[src/rtl/apb_master_cmd.sv]
// Command-driven APB master: 2-entry command FIFO feeding an IDLE/SETUP/ACCESS
// sequencer with back-to-back transfers and a bounded ACCESS-phase timeout.
module apb_master_cmd #(
    parameter int TIMEOUT = 64
) (
    input  logic       clk,
    input  logic       rst_n,
    input  logic       cmd_valid,
    output logic       cmd_ready,
    input  logic       cmd_write,
    input  logic [7:0] cmd_addr,
    input  logic [7:0] cmd_wdata,
    output logic       rsp_valid,
    output logic [7:0] rsp_rdata,
    output logic       rsp_err,
    output logic       busy,
    output logic       sel,
    output logic       enable,
    output logic       write,
    output logic [7:0] addr,
    output logic [7:0] wdata,
    input  logic [7:0] rdata,
    input  logic       ready
);

    localparam logic [1:0] ST_IDLE   = 2'd0;
    localparam logic [1:0] ST_SETUP  = 2'd1;
    localparam logic [1:0] ST_ACCESS = 2'd2;
    localparam logic [7:0] WAIT_LAST = 8'(TIMEOUT - 1);

    logic [1:0]  state;
    logic [1:0]  count;
    logic        rd_ptr;
    logic        wr_ptr;
    logic [16:0] mem [2];
    logic [16:0] head;
    logic [7:0]  wait_cnt;
    logic        push;
    logic        pop;
    logic        done;

    // cmd_ready depends only on the registered count, never on a same-cycle pop
    assign cmd_ready = (count < 2'd2);
    assign push      = cmd_valid && cmd_ready;
    assign busy      = (state != ST_IDLE) || (count != 2'd0);
    assign head      = mem[rd_ptr];
    assign done      = ready || (wait_cnt == WAIT_LAST);

    always_comb begin
        pop = 1'b0;
        case (state)
            ST_IDLE:   pop = (count != 2'd0);
            ST_ACCESS: pop = done && (count != 2'd0);
            default:   pop = 1'b0;
        endcase
    end

    always_ff @(posedge clk) begin
        if (push) begin
            mem[wr_ptr] <= {cmd_write, cmd_addr, cmd_wdata};
        end
    end

    always_ff @(posedge clk or negedge rst_n) begin
        if (!rst_n) begin
            count  <= 2'd0;
            rd_ptr <= 1'b0;
            wr_ptr <= 1'b0;
        end else begin
            if (push) begin
                wr_ptr <= ~wr_ptr;
            end
            if (pop) begin
                rd_ptr <= ~rd_ptr;
            end
            case ({push, pop})
                2'b10:   count <= count + 2'd1;
                2'b01:   count <= count - 2'd1;
                default: count <= count;
            endcase
        end
    end

    always_ff @(posedge clk or negedge rst_n) begin
        if (!rst_n) begin
            state     <= ST_IDLE;
            wait_cnt  <= 8'd0;
            sel       <= 1'b0;
            enable    <= 1'b0;
            write     <= 1'b0;
            addr      <= 8'd0;
            wdata     <= 8'd0;
            rsp_valid <= 1'b0;
            rsp_err   <= 1'b0;
            rsp_rdata <= 8'd0;
        end else begin
            rsp_valid <= 1'b0;
            case (state)
                ST_IDLE: begin
                    enable <= 1'b0;
                    if (pop) begin
                        write <= head[16];
                        addr  <= head[15:8];
                        wdata <= head[16] ? head[7:0] : 8'd0;
                        sel   <= 1'b1;
                        state <= ST_SETUP;
                    end else begin
                        sel <= 1'b0;
                    end
                end
                ST_SETUP: begin
                    enable   <= 1'b1;
                    wait_cnt <= 8'd0;
                    state    <= ST_ACCESS;
                end
                ST_ACCESS: begin
                    if (done) begin
                        // Completion or timeout abort; an abort reports err with zero data
                        enable    <= 1'b0;
                        rsp_valid <= 1'b1;
                        rsp_err   <= !ready;
                        rsp_rdata <= (ready && !write) ? rdata : 8'd0;
                        if (pop) begin
                            write <= head[16];
                            addr  <= head[15:8];
                            wdata <= head[16] ? head[7:0] : 8'd0;
                            sel   <= 1'b1;
                            state <= ST_SETUP;
                        end else begin
                            sel   <= 1'b0;
                            state <= ST_IDLE;
                        end
                    end else begin
                        wait_cnt <= wait_cnt + 8'd1;
                    end
                end
                default: begin
                    sel    <= 1'b0;
                    enable <= 1'b0;
                    state  <= ST_IDLE;
                end
            endcase
        end
    end

endmodule

[config.mk]
export PLATFORM = sky130hd
export DESIGN_NAME = apb_master_cmd
export DESIGN_NICKNAME = d
export VERILOG_FILES = /design/src/rtl/apb_master_cmd.sv
export SDC_FILE = /design/constraint.sdc
export NUM_CORES = 1
export LEC_CHECK = 0
export CAP_MARGIN = 40
export CORE_UTILIZATION = 30
export CTS_BUF_LIST = sky130_fd_sc_hd__clkbuf_16
export CTS_CLUSTER_DIAMETER = 60
export DETAILED_ROUTE_END_ITERATION = 10
export MAX_ROUTING_LAYER = met4
export PLACE_DENSITY = 0.52
export SLEW_MARGIN = 20
export SYNTH_ARGS = -nofsm -noshare
export SYNTH_HDL_FRONTEND = slang
export SYNTH_SLANG_ARGS = --single-unit
[constraint.sdc]
create_clock -name clk -period 3.2 [get_ports clk]
set_clock_uncertainty 0.1 [all_clocks]
set_input_delay 0.96 -clock clk [delete_from_list [all_inputs] [get_ports clk]]
set_output_delay 0.96 -clock clk [all_outputs]
set_load 0.02 [all_outputs]
### Word-level counts from Yosys, hierarchy flattened

Memory sizes are Yosys's and may differ from the RTL's.
Cells that the tools add are included.

* add/subtract/negate cells: 3
* $lt $le $gt $ge: 1
* equal/unequal tests: 8
* multiplexer cells: 28
* bitwise logic cells: 3
* reduce and logical (&&, ||, !) cells: 18

Operators by type and width (count)
* $mux 8: 7
* $pmux 8 s2: 3
* $mux 1: 10
* $reduce_and 2->1: 5
* $reduce_bool 2->1: 5
* $add 8x1->8 const B: 1
* $eq 8x6->1 const B: 1
* $ne 2x2->1 const B: 3
* $pmux 1 s2: 3
* $pmux 2 s3: 1
* $eq 2x1->1 const B: 2
* $eq 2x2->1 const B: 2
* $mux 2: 2
* $pmux 2 s2: 1
* $logic_and 1x1->1: 3
* $not 1->1: 3
* $pmux 1 s3: 1
* $add 2x1->2 const B: 1
* $logic_not 1->1: 2
* $logic_not 2->1: 1
* $logic_or 1x1->1: 2
* $lt 2x2->1 const B: 1
* $sub 2x1->2 const B: 1

* register bits after elaboration: 43
* RAM bits: 34
* input bits: 29
* output and inout bits: 31
* memories kept: 1

Memories
* mem: words 2, width 17, rd ports 1, clocked after Yosys merged registers in 0, wr ports 1, line 35 `logic [16:0] mem [2];`

### Longest topological paths before layout

* depth in word-level cells: 7
* gate-level depth with buffers: 9
* mapped depth without buffers: 8

### Worst setup path after synthesis

Ideal clock, no wire load.

* path type: input to register
* start point: in cmd_valid
* end point: mem mem[0][0] (enable)
* setup time: 0.390 ns
* arrival time: 1.806 ns
* slack: 0.903 ns
* cell stages on the path: 2
* path buffers: 0
* path through: nand2_1 nor2_1

* longest elaborated chain between the ends: 3

RTL lines
* start: declaration: line 8 `input logic cmd_valid,`
* $logic_and 1x1->1: line 44 `assign push = cmd_valid && cmd_ready;`
* $mux 1: line 59 `if (push) begin`
* $mux 1 (not written as such): line 60 `mem[wr_ptr] <= {cmd_write, cmd_addr, cmd_wdata};`
* end: declaration: line 35

No other way between the ends.

### Worst setup path after layout

* start point: reg count[0]
* end point: out busy

* longest elaborated chain between the ends: 2

RTL lines
* start: declaration: line 32 `logic [1:0] count;`
* start signal: assignment: line 77 `2'b10: count <= count + 2'd1;`
* start signal: assignment: line 78 `2'b01: count <= count - 2'd1;`
* start signal: assignment: line 79 `default: count <= count;`
* $reduce_bool 2->1: line 45 `assign busy = (state != ST_IDLE) || (count != 2'd0);`
* $logic_or 1x1->1: line 45
* end: declaration: line 16 `output logic busy,`

No other way between the ends.

==> flow_summary.ini <==
[grt]
antenna_found_initial = 0
grt_start_max_net_pins = 44
grt_pass1_wl_um = 9432
grt_overflow_total = 0
grt_usage_pct = 12.52
first_global_vias = 1885

[power_and_ir_drop]
ir_drop_mv = 0.3855
switching_share_pct = 32.85
p_leak_uw = 0.001688
p_int_uw = 2632
power_frac_comb_pct = 36.1
power.switching_uw = 1288
p_clk_share_pct = 25.6
pwr-share-seq_pct = 38.4
p_per_area_nw_per_um2 = 944.9

[detailed_routing]
dr.pass1.iters = 4
routed-via-count = 1848
drtIter0Drc = 40
drc = 0
ant_nets = 0
wire_per_inst_um = 13.68
wirelength_um = 5772
via_per_inst = 4.379

[critical_path]
end_kind = output pin
critPathMaxStageDelay_ns = 0.56
crit_fanout = 3
start_kind = flip-flop
r2r_start = wait_cnt[0]
rr_worst_depth = 6
worst-setup-path-type = flip-flop to output pin
crit_buf_inv = 1
reg2reg_slack_ns = 1.12
crit_chain = nor2_1 -> nand2_1 -> clkdlybuf4s50_1
cp.arrival_ns = 1.68
crit_slowest_cell = clkdlybuf4s50_1
worst-path-stages = 3
crit_family = buffers and inverters
required_ns = 2.14
r2r_end = wdata[5]

[floorplan]
initial_utilization_pct = 31.22
die_w_um = 103.3
num_rows = 36
top_level_ports = 60
die_y_um = 103.3
die_area_sq_um = 10670
core_sq_um = 9864

[sta]
drv_slew = 0
setup_viol = 0
grt_setup_unrepaired = no
slew_headroom_pct = 58.61
setup_tns_ns = 0
period_share_pct = 85.65
hold_slack_ns = 0.3765
min_period_ns = 2.741
tightest_slew_ns = 0.6196
max_freq_mhz = 364.9
hold_violations = 0

[yosys]
synth-seq-cells = 77
ys_seq_area_share_pct = 68.10
ys_types = 37
synthCells = 215
syn-cell-area_sq_um = 3079
synth_nets = 246
synth_warnings = 0
synth_area_per_cell_sq_um = 14.32

[cells_and_area]
diodes = 0
seq_area_sq_um = 2097
layout_commonest_cell = clkdlybuf4s50_1
fill_cells = 947
multi_input_area_sq_um = 909.6
finish.instance_area_sq_um = 4148
drive_gt1_share_pct = 13.15
fin_nets = 315
syn2layout_area_growth_pct = 34.70
mostFrequentLayoutCells = clkdlybuf4s50_1 (58), dfrtp_1 (43), edfxtp_1 (34)
final_cells = 422

[min_path]
hp-start = rsp_rdata[2]
min_to = rsp_rdata[2]
holdPathStages = 2
worstHoldPathType = flip-flop to flip-flop

[outcome]
status = finished, final reports clean

[clocking]
cts.hold.buffers_added = 0
cts_buffers = 9
cts_tree = done
cts_resized = 0
ctsHtreeMaxLevel = 3
cts-root-buf = clkbuf_16
post-cts-setup-buffers = 0
clock_latency_ns = 0.33
clkTransAtPathRegs_ns = 0.06
clock_path_buffers = 2
cts_sinks = 77

[place]
placed_cells = 406
place_area_sq_um = 3849
portBuffers = 59
routabilityCongestion = 0.6897
dp_hpwl_um = 3776

[flow_run]
maxCapViolCount = 0
tightest hold or removal path, stage by stage, from the launching register on:
cell     delay [ns]
dfrtp_1        0.34
o21ai_1        0.06
nand2_1        0.05
synth_stat cells:
cell / n / area (sq um)
nor3b_1: 1 / 7.510
ha_1: 2 / 25.02
nand2b_1: 2 / 12.51
buf_2: 6 / 30.03
o21ai_1: 9 / 45.04
a31oi_1: 1 / 6.260
buf_6: 2 / 22.52
o21ai_0: 2 / 10.01
mux2i_1: 14 / 140.1
nor2b_1: 1 / 6.260
nand2_1: 23 / 86.33
buf_4: 1 / 7.510
a21o_1: 1 / 7.510
a32o_1: 1 / 10.01
mux2_1: 16 / 180.2
xor2_1: 1 / 8.760
clkinv_1: 1 / 3.750
nand3_1: 1 / 5.000
a211oi_1: 1 / 7.510
clkbuf_1: 1 / 3.750
and4bb_1: 1 / 12.51
nor2_1: 14 / 52.55
a21oi_1: 2 / 10.01
and3_1: 2 / 12.51
a22o_1: 1 / 8.760
and4b_1: 1 / 10.01
mux2_2: 8 / 90.09
a2bb2oi_1: 1 / 8.760
xnor2_1: 4 / 35.03
a211oi_2: 2 / 25.02
nand4_1: 9 / 56.30
o21bai_2: 1 / 11.26
and4_1: 1 / 8.760
edfxtp_1: 34 / 1021
dfrtp_1: 43 / 1076
inv_1: 3 / 11.26
buf_1: 1 / 3.750
logic make-up (layout without fill, tap and decap cells):
| family | after synthesis | in the layout | synth area share, % |
|---|---|---|---|
| mux | 38 | 38 | 13.33 |
| flops | 77 | 77 | 68.10 |
| simple gates | 56 | 56 | 8.777 |
| compound gates | 22 | 22 | 4.876 |
| buf+inv | 15 | 89 | 2.682 |
| fa+ha+maj | 2 | 2 | 0.8125 |
| xor+xnor | 5 | 5 | 1.422 |
how the worst max path moves through the flow:
stage | from | endpoint
floorplan | cmd_valid | mem[0][0]
global placement | ready | addr[2]
detailed placement | ready | addr[3]
CTS | count[0] | busy
global route | count[0] | busy
finish | count[0] | busy
cell type report:
| cell class | instances | area share [%] |
|---|---|---|
| Sequential cell | 77 | 50.56 |
| Multi-Input combinational cell | 123 | 21.93 |
| Inverter | 4 | 0.3620 |
| Clock inverter | 7 | 1.780 |
| Tap cell | 133 | 4.012 |
| Clock buffer | 9 | 5.430 |
| Timing Repair Buffer | 69 | 15.93 |
routing by layer:
layer	vias up	track usage, %	share of wire, %
met5	-	-	0
met4	0	4.550	1.2
met3	7	4.167	4.9
met2	47	19.49	48
met1	883	15.21	46
li1	911	-	-
power groups by stage:
| stage | registers (uW) | logic, uW | clock network, uW |
|---|---|---|---|
| 4_1_cts | 1510 | 1450 | 1040 |
| 3_3_place_gp | 1520 | 1420 | 0 |
| 2_1_floorplan | 1650 | 735 | 0 |
| 3_5_place_dp | 1530 | 1440 | 0 |
| 5_1_grt | 1540 | 1550 | 1080 |
| 6_report | 1500 | 1410 | 1000 |
sequential cells by signal (all words and copies together), names as in the netlist, 2 cells and up:
| register | count |
|---|---|
| rsp_rdata | 8 |
| wait_cnt | 8 |
| wdata | 8 |
| count | 2 |
| mem | 34 |
| addr | 8 |
| state | 2 |
metrics by stage:
stage	power (uW)	setup WS, ns	utilization, %
2_1_floorplan	2387	0.9032	-
3_3_place_gp	2943	0.5267	38.94
3_5_place_dp	2969	0.5243	39.02
4_1_cts	3997	0.4241	42.05
5_1_grt	4168	0.3623	42.05
6_report	3919	0.4591	42.05
Note: power is estimated with default switching activity, not from simulation.
